===== config.mk =====
export PLATFORM = sky130hd
export DESIGN_NAME = pe_inject_eject_if
export DESIGN_NICKNAME = d
export VERILOG_FILES = /design/src/rtl/pe_inject_eject_if.sv
export SDC_FILE = /design/constraint.sdc
export NUM_CORES = 1
export LEC_CHECK = 0
export ABC_AREA = 0
export ABC_CLOCK_PERIOD_IN_PS = 2480
export CAP_MARGIN = 10
export CELL_PAD_IN_SITES_DETAIL_PLACEMENT = 1
export CELL_PAD_IN_SITES_GLOBAL_PLACEMENT = 1
export CORE_MARGIN = 5
export CORE_UTILIZATION = 55
export CTS_BUF_LIST = sky130_fd_sc_hd__clkbuf_4 sky130_fd_sc_hd__clkbuf_8
export DETAILED_ROUTE_END_ITERATION = 6
export DONT_BUFFER_PORTS = 1
export GPL_ROUTABILITY_DRIVEN = 0
export PLACE_DENSITY = 0.91
export SLEW_MARGIN = 20
export SYNTH_ARGS = -nofsm -noshare
export SYNTH_HDL_FRONTEND = slang
export SYNTH_SLANG_ARGS = --single-unit

===== constraint.sdc =====
create_clock -name clk -period 2.48 [get_ports clk]
set_input_delay 0.496 -clock clk [delete_from_list [all_inputs] [get_ports clk]]
set_output_delay 0.496 -clock clk [all_outputs]
set_load 0.01 [all_outputs]

===== src/rtl/pe_inject_eject_if.sv =====
`default_nettype none
// ============================================================================
// Module   : pe_inject_eject_if
// Purpose  : PE-side interface stage for one 3D CHIPPER router node.
//            Injection path buffers PE flits in a small FIFO and offers the
//            head flit to the router PE port. A head flit that is left
//            ungranted for too long gets its golden bit [25] forced so that it
//            wins deflection arbitration. Ejection path registers every
//            nonzero flit leaving the router toward the PE.
//            Flit format: [31:30] X dest, [29:28] Y dest, [27:26] Z dest,
//            [25] golden/priority, [24:0] payload. 32'h0 means "no flit".
// Ports    :
//   clk                in   1   single clock, rising edge
//   rst_n              in   1   asynchronous active-low reset
//   i_pe_wr_valid      in   1   PE offers a flit this cycle
//   i_pe_wr_data       in   32  PE flit to inject
//   o_pe_wr_ready      out  1   FIFO can accept (not full)
//   o_inj_flit         out  32  head flit to router PEIN, 32'h0 when empty
//   o_inject_request   out  1   FIFO not empty
//   i_inject_grant     in   1   router consumes head flit this cycle
//   i_ej_flit_in       in   32  flit from router PEOUT, 32'h0 = none
//   o_pe_rd_valid      out  1   ejected flit valid (one cycle per flit)
//   o_pe_rd_data       out  32  registered ejected flit
//   o_starve_flag      out  1   head is currently golden-promoted
//   o_zero_drop        out  1   pulse: PE wrote 32'h0, flit discarded
//   o_inj_count        out  CW  flits granted into router (wraps)
//   o_ej_count         out  CW  flits ejected to PE (wraps)
// Revision : 1.0 - initial release
// ============================================================================
module pe_inject_eject_if #(
  parameter int DEPTH        = 4,
  parameter int AW           = 2,
  parameter int STARVE_LIMIT = 8,
  parameter int CW           = 16
) (
  input  logic          clk,
  input  logic          rst_n,
  input  logic          i_pe_wr_valid,
  input  logic [31:0]   i_pe_wr_data,
  output logic          o_pe_wr_ready,
  output logic [31:0]   o_inj_flit,
  output logic          o_inject_request,
  input  logic          i_inject_grant,
  input  logic [31:0]   i_ej_flit_in,
  output logic          o_pe_rd_valid,
  output logic [31:0]   o_pe_rd_data,
  output logic          o_starve_flag,
  output logic          o_zero_drop,
  output logic [CW-1:0] o_inj_count,
  output logic [CW-1:0] o_ej_count
);

  // Starve counter needs to hold STARVE_LIMIT itself (the saturated value).
  localparam int            c_SW        = $clog2(STARVE_LIMIT + 1);
  localparam logic [c_SW-1:0] c_STARVE_MAX = c_SW'(STARVE_LIMIT);
  localparam logic [AW:0]   c_FULL      = (AW + 1)'(DEPTH);

  // --------------------------------------------------------------------------
  // Injection FIFO state
  // --------------------------------------------------------------------------
  logic [31:0]     r_mem [DEPTH];
  logic [AW-1:0]   r_wr_ptr;
  logic [AW-1:0]   r_rd_ptr;
  logic [AW:0]     r_count;
  logic [c_SW-1:0] r_starve_cnt;

  logic            w_empty;
  logic            w_full;
  logic            w_push;
  logic            w_pop;
  logic            w_zero_wr;
  logic            w_starved;
  logic [31:0]     w_head;

  assign w_empty   = (r_count == '0);
  assign w_full    = (r_count == c_FULL);

  // Readiness comes from registered occupancy only: a full FIFO refuses a
  // write even when the head is being granted in the same cycle.
  assign w_zero_wr = i_pe_wr_valid && (i_pe_wr_data == 32'h0);
  assign w_push    = i_pe_wr_valid && !w_full && !w_zero_wr;
  assign w_pop     = i_inject_grant && !w_empty;

  assign w_starved = (r_starve_cnt == c_STARVE_MAX);
  assign w_head    = r_mem[r_rd_ptr];

  // --------------------------------------------------------------------------
  // FIFO storage and pointers
  // --------------------------------------------------------------------------
  always_ff @(posedge clk or negedge rst_n) begin
    if (!rst_n) begin
      for (int i = 0; i < DEPTH; i++) begin
        r_mem[i] <= 32'h0;
      end
    end else if (w_push) begin
      r_mem[r_wr_ptr] <= i_pe_wr_data;
    end
  end

  always_ff @(posedge clk or negedge rst_n) begin
    if (!rst_n) begin
      r_wr_ptr <= '0;
      r_rd_ptr <= '0;
      r_count  <= '0;
    end else begin
      if (w_push) begin
        r_wr_ptr <= r_wr_ptr + AW'(1);
      end
      if (w_pop) begin
        r_rd_ptr <= r_rd_ptr + AW'(1);
      end
      case ({w_push, w_pop})
        2'b10:   r_count <= r_count + (AW + 1)'(1);
        2'b01:   r_count <= r_count - (AW + 1)'(1);
        default: r_count <= r_count;
      endcase
    end
  end

  // --------------------------------------------------------------------------
  // Starvation tracking: counts ungranted cycles of the current head, sticks
  // at the limit, and restarts whenever the head leaves. The golden
  // promotion therefore belongs to one head flit and never leaks to the next.
  // --------------------------------------------------------------------------
  always_ff @(posedge clk or negedge rst_n) begin
    if (!rst_n) begin
      r_starve_cnt <= '0;
    end else if (w_pop) begin
      r_starve_cnt <= '0;
    end else if (!w_empty && !i_inject_grant && !w_starved) begin
      r_starve_cnt <= r_starve_cnt + c_SW'(1);
    end
  end

  // --------------------------------------------------------------------------
  // Injection counter and zero-write pulse
  // --------------------------------------------------------------------------
  logic [CW-1:0] r_inj_count;
  logic          r_zero_drop;

  always_ff @(posedge clk or negedge rst_n) begin
    if (!rst_n) begin
      r_inj_count <= '0;
      r_zero_drop <= 1'b0;
    end else begin
      if (w_pop) begin
        r_inj_count <= r_inj_count + CW'(1);
      end
      r_zero_drop <= w_zero_wr;
    end
  end

  // --------------------------------------------------------------------------
  // Ejection path: no backpressure, one registered beat per nonzero flit.
  // --------------------------------------------------------------------------
  logic          r_pe_rd_valid;
  logic [31:0]   r_pe_rd_data;
  logic [CW-1:0] r_ej_count;

  always_ff @(posedge clk or negedge rst_n) begin
    if (!rst_n) begin
      r_pe_rd_valid <= 1'b0;
      r_pe_rd_data  <= 32'h0;
      r_ej_count    <= '0;
    end else if (i_ej_flit_in != 32'h0) begin
      r_pe_rd_valid <= 1'b1;
      r_pe_rd_data  <= i_ej_flit_in;
      r_ej_count    <= r_ej_count + CW'(1);
    end else begin
      r_pe_rd_valid <= 1'b0;
    end
  end

  // --------------------------------------------------------------------------
  // Outputs
  // --------------------------------------------------------------------------
  assign o_pe_wr_ready    = !w_full;
  assign o_inject_request = !w_empty;
  // Bit 25 is OR-ed so a PE pre-promoted flit stays golden regardless of age.
  assign o_inj_flit       = w_empty ? 32'h0
                          : {w_head[31:26], w_head[25] | w_starved, w_head[24:0]};
  assign o_starve_flag    = w_starved;
  assign o_zero_drop      = r_zero_drop;
  assign o_inj_count      = r_inj_count;
  assign o_pe_rd_valid    = r_pe_rd_valid;
  assign o_pe_rd_data     = r_pe_rd_data;
  assign o_ej_count       = r_ej_count;

endmodule
`default_nettype wire

## Word-level counts from Yosys, hierarchy flattened

Cells that the tools add are included.
Widths: inputs -> output; s select.

- Eq/ne operators: 4
- $lt $le $gt $ge: 3
- Bitwise gates (word level): 3
- Reduce and logical (&&, ||, !) cells: 17
- $add $sub $neg: 7
- Mux-type cells: 11

Operator list:

| kind | count |
|---|---|
| $bwmux 128 | 1 |
| $mux 32 | 4 |
| $bmux 32 s2 | 1 |
| $demux 32 s2 | 1 |
| $add 16x1->16 const B | 2 |
| $logic_not 32->1 | 1 |
| $reduce_bool 32->1 | 1 |
| $mux 4 | 2 |
| $logic_and 1x1->1 | 7 |
| $ge 3x3->1 const B | 2 |
| $not 2->3 | 2 |
| $pmux 3 s2 | 1 |
| $logic_not 1->1 | 5 |
| $add 2x1->2 const B | 2 |
| $add 4x1->4 const B | 1 |
| $eq 4x4->1 const B | 1 |
| $reduce_bool 2->1 | 2 |
| $add 3x1->3 const B | 1 |
| $eq 3x3->1 const B | 1 |
| $logic_not 3->1 | 1 |
| $lt 3x1->1 const B | 1 |
| $sub 3x1->3 const B | 1 |
| $eq 2x1->1 const B | 1 |
| $eq 2x2->1 const B | 1 |
| 2 further kinds | 2 |

- Input port bits: 68
- Logic and storage cells: 58
- Register bits: 205
- Output and inout port bits: 101

## Depth between registers and ports, before layout

Gate-level depths: netlist of the first run.

- Depth in word-level cells: 6
- Gate-level depth with buffers: 11
- Mapped depth without buffers: 10

## Worst setup path after synthesis of the first run

No wires, ideal clock.

- Path type: input to register
- From: input i_pe_wr_data[1]
- To: register r_count[2]
- Required time: 2401 ps
- Arrival time: 2482 ps
- Path slack: -81 ps
- Stages: 11
- Cell sequence: nor4b_1 -> nand4_1 -> or3_1 -> buf_6 -> nand2_1 -> ha_1 -> inv_1 -> fa_1 -> xor2_1 -> nor2_1 -> xor2_1

- Longest elaborated chain between the ends: 6

Ends and longest elaborated chain:

| element | line | source |
|---|---|---|
| start: declaration | 39 | `input logic [31:0] i_pe_wr_data,` |
| $logic_not 32->1 (*) | 80 | `assign w_zero_wr = i_pe_wr_valid && (i_pe_wr_data == 32'h0);` |
| $logic_and 1x1->1 (*) | 80 |  |
| $logic_not 1->1 (*) | 81 | `assign w_push = i_pe_wr_valid && !w_full && !w_zero_wr;` |
| $logic_and 1x1->1 (*) | 81 |  |
| $eq 2x1->1 / $eq 2x2->1 (equally long branches) | 112 | `case ({w_push, w_pop})` |
| $pmux 3 s2 / $reduce_bool 2->1 (equally long branches) | -- |  |
| end signal: assignment | 113 | `2'b10: r_count <= r_count + (AW + 1)'(1);` |
| end signal: assignment | 114 | `2'b01: r_count <= r_count - (AW + 1)'(1);` |
| end signal: assignment | 115 | `default: r_count <= r_count;` |
| end: declaration | 64 | `logic [AW:0] r_count;` |

Every way passes the cells marked *; elsewhere a longest branch is shown, timed or not.
A chain may end at the register's enable or synchronous reset.

## Worst setup path after layout of the first run

- From: register r_rd_ptr[0]
- To: output o_inj_flit[10]

- Longest elaborated chain between the ends: 5

Ends and longest elaborated chain:

| element | line | source |
|---|---|---|
| start: declaration | 63 | `logic [AW-1:0] r_rd_ptr;` |
| start signal: assignment | 110 | `r_rd_ptr <= r_rd_ptr + AW'(1);` |
| $not 2->3 (not written as such) | 85 | `assign w_head = r_mem[r_rd_ptr];` |
| $bmux 32 s2 | 85 |  |
| $mux 32 (not written as such) (2 in a row) | 85 |  |
| $mux 32 | 180 | `assign o_inj_flit = w_empty ? 32'h0` |
| end: declaration | 41 | `output logic [31:0] o_inj_flit,` |

No other way between the ends. The select of a mux whose other input is x is not followed.

==> results of run 1 <==
## stage by stage
stage	TNS (ns)	area, um2	hold slack, ns	setup slack, ns
global placement	-11.69	10000	0.206	-0.264
finish	0	10800	-0.326	0.00795
detailed placement	-29.35	10000	0.206	-0.434
CTS	-0.00273	10800	-0.356	-0.00174
global route	-0.186	10800	-0.363	-0.0325
floorplan	0	9680	0.200	0.00550
## final timing paths
| kind | start | to | slack [ns] |
|---|---|---|---|
| max in group asynchronous | rst_n | r_rd_ptr[0] | 2.57 |
| setup / recovery | r_rd_ptr[0] | o_inj_flit[10] | 0.008 |
| setup reg to reg | r_count[0] | r_count[2] | 0.14 |
| min in group clk | i_ej_flit_in[26] | o_pe_rd_data[26] | 0.07 |
| hold reg to reg | r_mem[98] | r_mem[98] | 0.51 |
| hold / removal | rst_n | o_pe_rd_data[28] | -0.33 |
## worst register-to-register path: cells and delay by family (launching register included)
kind                       cells  cell delay, ns
DFF                            1            0.44
buffers and inverters          2            0.18
and+or+nand+nor                4            0.75
xor gates and xnor gates       2            0.37
adders and majority gates      2            0.51
## registers in the layout (all words and copies together) (netlist names)
register	count
r_mem	128
r_count	3
o_ej_count	16
o_pe_rd_valid	1
o_pe_rd_data	32
r_starve_cnt	4
r_wr_ptr	2
o_zero_drop	1
r_rd_ptr	2
o_inj_count	16
## repair_timing
action | CTS | global route
endpoints found under the hold margin | 205 | 205
gates cloned | 0 | 1
gates resized for setup | 4 | 17
endpoints found under the setup margin | 29 | 24
## placed cells by master (no fill, tap or decap), drive strengths merged, types with 2 or more instances in the layout
master	instances
dfrtp	205
mux2	131
clkbuf	57
buf	36
and2	33
mux4	32
a21o	32
xor2	20
nor4	19
nand2	18
xnor2	16
nand3	13
nand4	11
nor2	11
inv	11
ha	9
nor3	8
a21oi	3
and3	3
and4	3
clkinvlp	3
nor4b	3
or3	2
o21ai	2
o22ai	2
clkinv	2
## cell families (layout without fill, tap and decap cells)
group / after synthesis / count (layout) / synth area share
flip-flops: 205 / 205 / 0.531
buffers and inverters: 41 / 109 / 0.0384
XOR/XNOR: 36 / 36 / 0.0327
adder cells (fa/ha/maj): 10 / 10 / 0.0137
AND/OR/NAND/NOR: 126 / 126 / 0.0783
AO/OA/AOI/OAI: 41 / 41 / 0.0305
multiplexers: 164 / 164 / 0.275
## routing by layer
layer	global-route usage	vias up
met5	0	-
met4	0.106	0
met3	0.0716	52
met2	0.445	308
met1	0.294	3016
li1	-	2344
## where the power goes
| part | internal [mW] | switching, mW | total [mW] | leakage (nW) |
|---|---|---|---|---|
| registers | 4.60 | 1.14 | 5.74 | 2.43 |
| clock network | 1.76 | 1.44 | 3.20 | 0.377 |
| logic | 3.61 | 2.62 | 6.23 | 2.33 |
## final cells by class
cell class	count	area (um2)	share of cell area
Clock buffer	56	689	0.0636
Clock inverter	5	32.5	0.00300
Inverter	11	41.3	0.00381
Multi-Input combinational cell	377	4230	0.390
Sequential cell	205	5130	0.473
Tap cell	225	282	0.0260
Timing Repair Buffer	37	437	0.0403
==> metrics.txt, run 1 <==
outcome finished, violations left; violated checks hold timing; initial cell density of the core 0.560; area grow syn2layout 12.3%; Mapped Nets roughly 700; CTS buffer count 35; CP peak stage delay roughly 0.53 ns; RSZ-0062 raised after global routing true; DRC Markers 0; WL per Instance roughly 30 um; EDFF count, synth 0; first-pass GRT wire length around 40 mm; core area approximately 17,000 um2; die height between 100 and 150 um; Remaining Overflow, GRT 0; fmax approximately 400 MHz; Die W approximately 140 um; yosys warns 0; Post-Synthesis Cells 623; area share of the largest cell type after synthesis 0.531; final non-filler cell total approximately 920; layout cells sized above 1 0.401; Power Density ~1400 nW/um2; Hold WS -0.326 ns; DR pass1 iterations 4; Final Power between 15 and 20 mW; die area between 20,000 and 25,000 um2; Met2 Routed Length 14.2 mm; class of the worst hold path in -> async; CP cell instances buf_12 > mux4_2 > and2_1; Cell Area, Synth 9650 um2; Post-DP HPWL approximately 17 mm; top_reg_cell synth dfrtp_1; Final Slew Violations 0; TritonCTS clock tree built; worst rel slew slack 0.656; CP endpoint kind primary output; Critical Path Stages 3; FP Rows 48; clk_lat worst skew between 0.5 and 0.6 ns; vias after detailed routing about 5,700; crit start category register; Mean Syn Cell Area approximately 15 um2; commonest cells in the netlist dfrtp_1, mux2_4, and2_1; clk sink count 205; count leader, synth dfrtp_1; final net count around 750; top sig layer met4; H-tree depth 2; Max Cap Viol 0; Top delay family on crit path multiplexers; DRT iter0 DRCs 277; post-synth top area cell dfrtp_1; final setup fails 0; largest net degree at the start of global routing just over 200; postcts setup bufs 0; synth unique cells 36; sequential area share after synthesis 0.531; maximum clock path buffer count 3; Util after Layout 0.629; Tcrit/Tclk final 0.997; Worst Path Required approximately 2.0 ns; clk root buf clkbuf_8; worst reg2reg path depth 10; vias in the first global route between 6,000 and 7,000; IO Port Bufs 0; worst-margin pin slew between 0.5 and 0.6 ns; fin crit period 2.47 ns; met3 WL 2.57 mm; Post-DRT Antenna Nets 0; CP Buf/Inv Count 1; worst-path fanout max 12; fillers 1,500; Seq cells post-synth 205; asr flop ratio synth 1.00; top post-synthesis cells by area dfrtp_1, mux2_4, mux4_2, buf_12, a21o_1; Leak slightly above 5 nW; CP max-delay cell mux4_2; antenna violations before repair 0; Met1 Wirelength about 10 mm; type of the worst setup path reg -> out; drt via density about 6.2; Ports around 170; DRT Wirelength around 28 mm; Data arrival, critical path roughly 2 ns; Layout Skew around 0.020 ns; dpl cells 854; GRT Total Usage 0.254; Final Hold Viols 205; antenna cells 0; worst IR drop on VDD 0.00112 V; Clock Pin Slew Worst Setup and Hold Paths 0.06 ns
Power figures use the tool's default switching activity.
==> inputs of run 2 (changes only) <==
Settings changed: CORE_MARGIN 5 to 2, CTS_CLUSTER_SIZE set to 40.
==> run 2 against run 1 <==
- the flow finishes with violations (hold timing, setup timing)
- flip-flop and latch count did not move
- worst setup slack worse by 0.10 ns
- routed wire length increased by 3.1%
- maximum frequency down 4.1%
- first-iteration DRC count rose by 14%
- die area is 8.2% lower
- critical path depth is 8 higher
- combinational power is 9.3% higher
- sequential power about the same
- power up 5.8%
- largest power group unchanged
- highest routed layer unchanged
==> metrics.txt, run 2 (synthesis results as in run 1) <==
Tcrit/Tclk final 1.04 (+0.0423); worst setup margin -0.0969 ns (-0.105 ns); FP Rows 48 (unchanged); fillers 1,494 (-0.40%); Remaining Overflow, GRT 0 (unchanged); commonest non-fill, non-tap cells in the layout dfrtp_1, mux2_4, clkbuf_8; Power Density 1440 nW/um2 (+3.1%); Worst Path Required 2.92 ns (+0.94 ns); Die W 136 um (-4.2%); Leak 5.29 nW (+3.0%); Final Hold Viols 205 (unchanged); drt via density 6.21 (-0.55%); crit start category input port; GRT Total Usage 0.283 (+0.0281); antenna violations before repair 0 (unchanged); initial cell density of the core 0.560 (unchanged); Data arrival, critical path 3.02 ns (+1.04 ns); Largest Register r_mem; largest net degree at the start of global routing 206 (unchanged); clk_lat worst skew 0.52 ns (about the same); vias in the first global route 6,573 (-0.030%); antenna cells 0 (unchanged); outcome finished, violations left; most common cell after layout, fill and taps aside dfrtp_1; die area 18,600 um2 (-8.2%); IO Port Bufs 0 (unchanged); H-tree depth 2 (unchanged); Hold WS -0.324 ns (+0.00218 ns); Ports 169 (unchanged); worst-margin pin slew 0.458 ns (-0.0565 ns); Critical Path Most Common Cell xor2_1; CP cell instances nor4_1 > buf_4 > nand4_1 > or3_1 > nand2_4 > ha_4 > inv_1 > fa_1 > xor2_1 > nor2_1 > xor2_1; clk sink count 205 (unchanged); CP peak stage delay 0.47 ns (-0.06 ns); DRT iter0 DRCs 315 (+14%); DR pass1 iterations 4 (unchanged); final net count 752 (+0.94%); fin crit period 2.58 ns (+0.105 ns); Layout Skew 0.0134 ns (-0.00657 ns); worst rel slew slack 0.692 (+0.0358); violated checks hold timing, setup timing; Final Power 16.1 mW (+5.8%); vias after detailed routing 5,738 (+0.31%); worst-path fanout max 5 (-7); DRT Wirelength 28.7 mm (+3.1%); first-pass GRT wire length 38.9 mm (-1.5%); area grow syn2layout 15.2%; final setup fails 2 (+2); type of the worst setup path in -> reg; CTS buffer count 37 (+5.7%); CP max-delay cell or3_1; worst IR drop on VDD 0.000953 V (-15%); class of the worst hold path in -> async; WL per Instance 31.0 um (+2.2%); core area 17,200 um2 (unchanged); Clock Pin Slew Worst Setup and Hold Paths 0.06 ns (about the same); RSZ-0062 raised after global routing true; TritonCTS clock tree built; DRC Markers 0 (unchanged); dpl ws -0.495 ns (-0.0612 ns); maximum clock path buffer count 3 (unchanged); clk root buf clkbuf_8; max FFs per register 128 (unchanged); Post-DP HPWL 17.0 mm (+1.6%); die height 136 um (-4.2%); Final Slew Violations 0 (unchanged); CP endpoint kind register; layout cells sized above 1 0.426 (+0.0255); Max Cap Viol 0 (unchanged); Post-DRT Antenna Nets 0 (unchanged); fmax 388 MHz (-4.1%)
-- run 2: changes by cell type in the layout (fill, tap and decap cells not counted), sizes merged --
cell      before  now
buf           36   40
bufinv         0    3
clkbuf        57   53
clkinv         2    8
clkinvlp       3    2
-- run 2: per-stage QoR --
step	util	setup TNS, ns	instance area (um2)	instances
after global routing	0.645	-0.639	11100	924
after CTS	0.639	-0.0369	11000	922
after detailed placement	0.585	-29.43	10100	853
final	0.645	-0.157	11100	924
after global placement	0.585	-9.96	10100	853
after floorplan	-	0	9680	623
-- run 2: layout make-up --
| type | count | area (um2) | area share |
|---|---|---|---|
| clock buffer | 51 | 658 | 0.0592 |
| clock inverter | 13 | 149 | 0.0134 |
| inverter | 11 | 41.3 | 0.00371 |
| multi-input combinational | 377 | 4260 | 0.383 |
| sequential | 205 | 5130 | 0.461 |
| tap | 225 | 282 | 0.0253 |
| timing repair buffer | 42 | 602 | 0.0541 |
-- run 2: routing by layer --
metal,routed length (um),share of wire,vias up,track usage
met5,0,0,-,0
met4,775,0.027,0,0.0938
met3,2210,0.077,59,0.0822
met2,15200,0.53,299,0.503
met1,10500,0.37,3025,0.326
li1,-,-,2355,-
-- run 2: worst paths after layout --
| kind | startpoint | to | slack (ns) | cells after the start |
|---|---|---|---|---|
| worst max-delay path | i_pe_wr_data[14] | r_count[2] | -0.1 | 11 |
| worst min-delay path | rst_n | o_pe_rd_data[23] | -0.32 | 0 |
| worst max register to register | r_count[0] | r_count[2] | 0.09 | 10 |
| worst min register to register | r_mem[31] | r_mem[31] | 0.51 | 1 |
| max in group asynchronous | rst_n | o_ej_count[9] | 2.46 | 0 |
| min in group clk | i_ej_flit_in[10] | o_pe_rd_data[10] | 0.07 | 1 |
-- run 2: repair_timing --
| action | in CTS | in global routing |
|---|---|---|
| cloned | 3 | 2 |
| setup buffers | 2 | 0 |
| setup endpoints to repair | 32 | 31 |
| pin swaps | 0 | 0 |
| hold endpoints to repair | 205 | 205 |
| resized for setup | 12 | 24 |
-- run 2: power breakdown --
group	leakage [nW]	total (mW)	internal, mW	switching, mW
combinational	2.44	6.81	4.01	2.80
sequential	2.43	5.72	4.60	1.12
clock	0.423	3.52	2.04	1.48
-- run 2: critical path, delay by kind of cell --
family	cells	cell delay [ns]
adder cells (fa/ha/maj)	2	0.52
AND/OR/NAND/NOR	5	1.39
buffers and inverters	2	0.26
XOR/XNOR	2	0.35
